===== config.mk =====
export PLATFORM = sky130hd
export DESIGN_NAME = inst_fetch_bridge
export DESIGN_NICKNAME = d
export VERILOG_FILES = /design/src/rtl/inst_fetch_bridge_pkg.sv /design/src/rtl/fetch_line_buf.sv /design/src/rtl/inst_fetch_bridge.sv
export SDC_FILE = /design/constraint.sdc
export NUM_CORES = 1
export LEC_CHECK = 0
export ABC_CLOCK_PERIOD_IN_PS = 19100
export BUFFER_PORTS_ARGS = -buffer_cell sky130_fd_sc_hd__clkbuf_2
export CORE_MARGIN = 2
export CORE_UTILIZATION = 36
export DETAILED_ROUTE_END_ITERATION = 10
export PLACE_DENSITY_LB_ADDON = 0.1
export RECOVER_POWER = 50
export SYNTH_ARGS = -nofsm -noshare
export SYNTH_HDL_FRONTEND = slang
export SYNTH_SLANG_ARGS = --single-unit

===== constraint.sdc =====
create_clock -name clk -period 19.1 [get_ports clk]
set_clock_uncertainty 0.05 [all_clocks]
set_input_delay 3.82 -clock clk [delete_from_list [all_inputs] [get_ports clk]]
set_output_delay 3.82 -clock clk [all_outputs]
set_load 0.03 [all_outputs]

===== src/rtl/inst_fetch_bridge_pkg.sv =====
// Shared definitions for the dual-issue fetch bridge: NOP filler word,
// line-tag type, FSM state encoding and the line-buffer fill payload.
package inst_fetch_bridge_pkg;

  // An 8-byte line is identified by address bits [31:3].
  localparam int TAG_W = 32 - 3;

  // addi x0,x0,0 -- returned in both halves whenever the bundle is not ready.
  localparam logic [31:0] NOP_INST = 32'h0000_0013;

  typedef logic [TAG_W-1:0] line_tag_t;

  typedef enum logic [2:0] {
    ST_IDLE,
    ST_DEM_HI,
    ST_DEM_LO,
    ST_PF_HI,
    ST_PF_LO
  } fetch_state_t;

  // One complete line on its way into the buffers.
  typedef struct packed {
    line_tag_t   tag;
    logic [31:0] hi;   // word at line+0
    logic [31:0] lo;   // word at line+4
  } fill_t;

  // Prefetch states share the demand datapath; only abort handling differs.
  function automatic logic is_prefetch(input fetch_state_t s);
    return (s == ST_PF_HI) || (s == ST_PF_LO);
  endfunction

endpackage


===== src/rtl/fetch_line_buf.sv =====
// Two-entry line buffer: hit compare for the current line and for line+1,
// LRU victim selection and a single write port for completed fills.
module fetch_line_buf
  import inst_fetch_bridge_pkg::*;
(
  input  logic        clk,
  input  logic        rst_n,
  input  line_tag_t   lookup_tag,
  input  line_tag_t   probe_tag,
  output logic        hit,
  output logic [63:0] hit_data,
  output logic        probe_hit,
  input  logic        wr_en,
  input  fill_t       wr_fill
);

  logic [1:0]  valid_q;
  logic        lru_q;
  line_tag_t   tag_q [2];
  logic [31:0] hi_q  [2];
  logic [31:0] lo_q  [2];

  logic [1:0]  hit_vec;
  logic [1:0]  probe_vec;
  logic [1:0]  wr_match;
  logic        hit_idx;
  logic        wr_idx;

  // Tag compares for lookup, next-line probe and write-target selection.
  always_comb begin
    // NOTE: every signal gets a default before the loop so no path leaves it unassigned (no latch).
    hit_vec   = '0;
    probe_vec = '0;
    wr_match  = '0;
    for (int i = 0; i < 2; i++) begin
      hit_vec[i]   = valid_q[i] && (tag_q[i] == lookup_tag);
      probe_vec[i] = valid_q[i] && (tag_q[i] == probe_tag);
      wr_match[i]  = valid_q[i] && (tag_q[i] == wr_fill.tag);
    end
  end

  assign hit       = |hit_vec;
  assign hit_idx   = hit_vec[1];
  assign probe_hit = |probe_vec;
  assign hit_data  = hit ? {hi_q[hit_idx], lo_q[hit_idx]} : {NOP_INST, NOP_INST};

  // A refill of a line already held overwrites that entry, never a duplicate.
  assign wr_idx = wr_match[0] ? 1'b0 : (wr_match[1] ? 1'b1 : lru_q);

  // Valid bits and LRU pointer: the only state that must be known after reset.
  always_ff @(posedge clk or negedge rst_n) begin
    if (!rst_n) begin
      // NOTE: sequential state uses non-blocking assignments so all flops update from pre-edge values.
      valid_q <= '0;
      lru_q   <= 1'b0;
    end else begin
      if (wr_en) valid_q[wr_idx] <= 1'b1;
      if (hit)   lru_q <= ~hit_idx;
    end
  end

  // Line payload storage, written only by completed fills.
  // NOTE: payload has no reset; it is never observed unless its valid bit is set.
  always_ff @(posedge clk) begin
    if (wr_en) begin
      tag_q[wr_idx] <= wr_fill.tag;
      hi_q[wr_idx]  <= wr_fill.hi;
      lo_q[wr_idx]  <= wr_fill.lo;
    end
  end

endmodule


===== src/rtl/inst_fetch_bridge.sv =====
// Fetch-side responder: serves 64-bit bundles from two line buffers, fills
// misses and prefetches line+8 through a 32-bit single-outstanding memory.
module inst_fetch_bridge
  import inst_fetch_bridge_pkg::*;
(
  input  logic        clk,
  input  logic        rst_n,
  input  logic [31:0] inst_addr_in,
  output logic [63:0] inst_out,
  output logic        stall_out,
  output logic        mem_req,
  output logic [31:0] mem_addr,
  input  logic        mem_ack,
  input  logic [31:0] mem_rdata
);

  fetch_state_t state_q;
  line_tag_t    req_tag_q;
  logic [31:0]  hi_buf_q;

  line_tag_t    line_tag;
  line_tag_t    next_tag;
  logic         hit;
  logic         probe_hit;
  logic         pf_abort;
  logic         beat_done;
  logic         wr_en;
  fill_t        wr_fill;
  logic         addr_offset_unused;

  assign line_tag           = inst_addr_in[31:3];
  assign next_tag           = line_tag + line_tag_t'(1);
  assign addr_offset_unused = ^inst_addr_in[2:0];

  // A beat completes only when the ack lands on an outstanding request.
  assign beat_done = mem_req && mem_ack;

  // A prefetch is dropped when fetch has moved to some other missing line.
  assign pf_abort = !hit && (line_tag != req_tag_q);

  // Second beat of a fill that is not being discarded commits the line.
  assign wr_en   = beat_done && ((state_q == ST_DEM_LO) || (state_q == ST_PF_LO && !pf_abort));
  assign wr_fill = '{tag: req_tag_q, hi: hi_buf_q, lo: mem_rdata};

  fetch_line_buf u_line_buf (
    .clk        (clk),
    .rst_n      (rst_n),
    .lookup_tag (line_tag),
    .probe_tag  (next_tag),
    .hit        (hit),
    .hit_data   (inst_out),
    .probe_hit  (probe_hit),
    .wr_en      (wr_en),
    .wr_fill    (wr_fill)
  );

  assign stall_out = !hit;

  // Fill/prefetch sequencer; owns the registered memory request and address.
  always_ff @(posedge clk or negedge rst_n) begin
    if (!rst_n) begin
      state_q   <= ST_IDLE;
      req_tag_q <= '0;
      hi_buf_q  <= '0;
      mem_req   <= 1'b0;
      mem_addr  <= '0;
    end else begin
      case (state_q)
        ST_IDLE: begin
          if (!hit) begin
            req_tag_q <= line_tag;
            mem_req   <= 1'b1;
            mem_addr  <= {line_tag, 3'b000};
            state_q   <= ST_DEM_HI;
          end else if (!probe_hit) begin
            req_tag_q <= next_tag;
            mem_req   <= 1'b1;
            mem_addr  <= {next_tag, 3'b000};
            state_q   <= ST_PF_HI;
          end
        end

        ST_DEM_HI, ST_PF_HI: begin
          if (!mem_req) begin
            mem_req  <= 1'b1;
            mem_addr <= {req_tag_q, 3'b000};
          end else if (mem_ack) begin
            mem_req <= 1'b0;
            if (is_prefetch(state_q) && pf_abort) begin
              req_tag_q <= line_tag;
              state_q   <= ST_DEM_HI;
            end else begin
              hi_buf_q <= mem_rdata;
              state_q  <= (state_q == ST_DEM_HI) ? ST_DEM_LO : ST_PF_LO;
            end
          end
        end

        ST_DEM_LO, ST_PF_LO: begin
          if (!mem_req) begin
            mem_req  <= 1'b1;
            mem_addr <= {req_tag_q, 3'b100};
          end else if (mem_ack) begin
            mem_req <= 1'b0;
            if (is_prefetch(state_q) && pf_abort) begin
              req_tag_q <= line_tag;
              state_q   <= ST_DEM_HI;
            end else begin
              state_q <= ST_IDLE;
            end
          end
        end

        default: state_q <= ST_IDLE;
      endcase
    end
  end

endmodule


==> impl_metrics.env <==
export IMPL_reg2reg_to="u_line_buf.lo_q[1][12]"
export IMPL_wirelength_um=43900
export IMPL_setup_slack_ps=6510
export IMPL_vdd_drop_max_uv=76.6
export IMPL_area_growth_pct=15.5
export IMPL_rsz0062_at_grt="no"
export IMPL_drt_initial_drc_count=537
export IMPL_final_hold_violation_count=0
export IMPL_clock_power_share=0.299
export IMPL_rrSetupSlack_ps=10430
export IMPL_power_density_nw_per_um2=138
export IMPL_critPathCaptureType="output port"
export IMPL_final_layout_size_suffix_gt1_frac=0.189
export IMPL_dieWidth_um=207
export IMPL_syn_inst=1293
export IMPL_status="finished with violations"
export IMPL_cts_root_buf="clkbuf_16"
export IMPL_grt_first_pass_wirelength_um=64900
export IMPL_place_area_um2=16000
export IMPL_gp_congestion=0.894
export IMPL_core_area_um2=40600
export IMPL_clk_latency_ps=560
export IMPL_final_cell_area_um2=17100
export IMPL_start_kind="input port"
export IMPL_postRouteAntennaNets=0
export IMPL_yosysSeqAreaShare=0.544
export IMPL_cts_sink_count=284
export IMPL_cts_tree="done"
export IMPL_grt_pass1_vias=9937
export IMPL_tns_ps=0
export IMPL_timing_rr_start="u_line_buf.tag_q[0][12]"
export IMPL_worstHoldStart="hi_buf_q[18]"
export IMPL_seqPwrFrac=0.421
export IMPL_combPwrFrac=0.280
export IMPL_placed_cells=1909
export IMPL_vias=10000
export IMPL_tightest_slew_ps=3370
export IMPL_place_hpwl_um=30800
export IMPL_crit_type="in2out"
export IMPL_fin_util=0.420
export IMPL_rows=74
export IMPL_clk_pin_slew_ps=50
export IMPL_min_to="u_line_buf.hi_q[0][18]"
export IMPL_max_freq_mhz=79.4
export IMPL_p_sw_frac=0.332
export IMPL_violations="capacitance limit, slew limit"
export IMPL_dieHeight_um=207
export IMPL_p_int_mw=1.57
export IMPL_viasPerCell=5.08
export IMPL_yosys_area_top_type="edfxtp_1"
export IMPL_ys_warnings_count=0
export IMPL_cp_data_required_time_ps=15230
export IMPL_diodes=0
export IMPL_cts_path_max_buffers=3
export IMPL_io_pins=165
export IMPL_min_period_ps=12590
export IMPL_synthesis_area_um2=14800
export IMPL_ctsResizeCount=0
export IMPL_async_flop_share=0.345
export IMPL_grt_overflow=0
export IMPL_switching_power_mw=0.782
export IMPL_nets=1482
export IMPL_yosysMostFrequentCell="nand2_1"
export IMPL_worstHoldPathCells=0
export IMPL_yosys_top_cells_count="nand2_1, edfxtp_1, xnor2_1, o21ai_0, dfrtp_1"
export IMPL_synthFlopType="edfxtp_1"
export IMPL_ctsHoldBuffers=0
export IMPL_cts_buffers_inserted=35
export IMPL_first_pass_iters=4
export IMPL_timing_final_setup_violations=0
export IMPL_h_tree_depth=2
export IMPL_wire_per_inst_um=22.3
export IMPL_synthTopCellsByArea="edfxtp_1, dfrtp_1, xnor2_1"
export IMPL_leakagePower_nw=6.06
export IMPL_synth_edff_count=186
export IMPL_grt_usage=0.209
export IMPL_period_share=0.659
export IMPL_crit_fanout=66
export IMPL_synth_top_area_frac=0.378
export IMPL_ys_ff_latch=284
export IMPL_yosysUniqueCellTypes=68
export IMPL_avgSynthCellArea_um2=11.4
export IMPL_dieArea_um2=42700
export IMPL_fin_cells=1973
export IMPL_rr_worst_depth=12
export IMPL_grt_max_degree=89
export IMPL_finalMaxSlewViolations=201
export IMPL_antenna_found_initial=0
export IMPL_pre_cts_slack_ps=7890
export IMPL_relSlewSlack=-1.24
export IMPL_hold_path_class="reg2reg"
export IMPL_start_util=0.364
export IMPL_power_mw=2.35
export IMPL_drv_cap=4
export IMPL_fin_hold_ws_ps=413
export IMPL_drc=0
export IMPL_postCtsSetupBuffers=0
export IMPL_worstPathArrival_ps=8720
export IMPL_io_buffer_count=159
critical path: stages:
cell      delay, ps
clkbuf_1        280
xnor2_1         570
nand4b_1        170
or4_1           540
nor4_2          140
clkbuf_1       2390
or2_1           300
inv_1           230
clkbuf_2        260
state kept, by name (all words and copies together), names as in the netlist:
| register | flops |
|---|---|
| u_line_buf.hi_q | 64 |
| u_line_buf.tag_q | 58 |
| req_tag_q | 29 |
| mem_req | 1 |
| mem_addr | 30 |
| u_line_buf.lo_q | 64 |
| u_line_buf.lru_q | 1 |
| state_q | 3 |
| hi_buf_q | 32 |
| u_line_buf.valid_q | 2 |
power by group through the flow:
stage	clock (mW)	combinational [mW]	sequential (mW)
floorplan	0	0.455	1.02
global placement	0	0.674	0.998
detailed placement	0	0.676	1.01
CTS	0.725	0.678	0.994
global route	0.745	0.711	1.02
finish	0.703	0.659	0.992
layout by cell type, fill, tap and decap left out, types with 53 or more instances in the layout:
cell type and n:
nor2_1 61, clkbuf_2 94, mux2_2 53, clkbuf_1 83
nand2_1 206, dfrtp_1 98, xor2_1 94, edfxtp_1 186
o21ai_0 100, xnor2_1 145
area by class of cell:
class,instances,area [um2]
Clock buffer,56,1050
Clock inverter,8,178
Fill cell,3942,23600
Sequential cell,284,8040
Inverter,13,48.8
Multi-Input combinational cell,907,6300
Tap cell,532,666
Timing Repair Buffer,173,801
worst max-delay path by stage:
stage / end / startpoint / depth (start not counted) / slack, ps
final: stall_out / inst_addr_in[15] / 9 / 6510
after CTS: inst_out[37] / inst_addr_in[6] / 9 / 7900
after detailed placement: inst_out[37] / inst_addr_in[6] / 9 / 7890
after global placement: inst_out[37] / inst_addr_in[6] / 9 / 7910
after floorplan: u_line_buf.valid_q[0] / inst_addr_in[24] / 12 / 8350
after global routing: inst_out[37] / inst_addr_in[15] / 9 / 6000
logic make-up after synthesis:
kind of cell / Yosys count / share of synthesized area
simple gates: 425 / 0.140
other cells: 1 / 0.000254
compound gates: 141 / 0.0542
fa+ha+maj: 1 / 0.000846
buf+inv: 103 / 0.0348
xor+xnor: 240 / 0.142
mux: 98 / 0.0840
flops: 284 / 0.544
metal layers:
metal  up-vias  GRT usage  share of wire
met4         0     0.0888          0.035
met2       269      0.333           0.46
met3        77     0.0309          0.046
met5         -          0              0
met1      4900      0.284           0.46
li1       4770          -              -
Power figures use the tool's default switching activity.
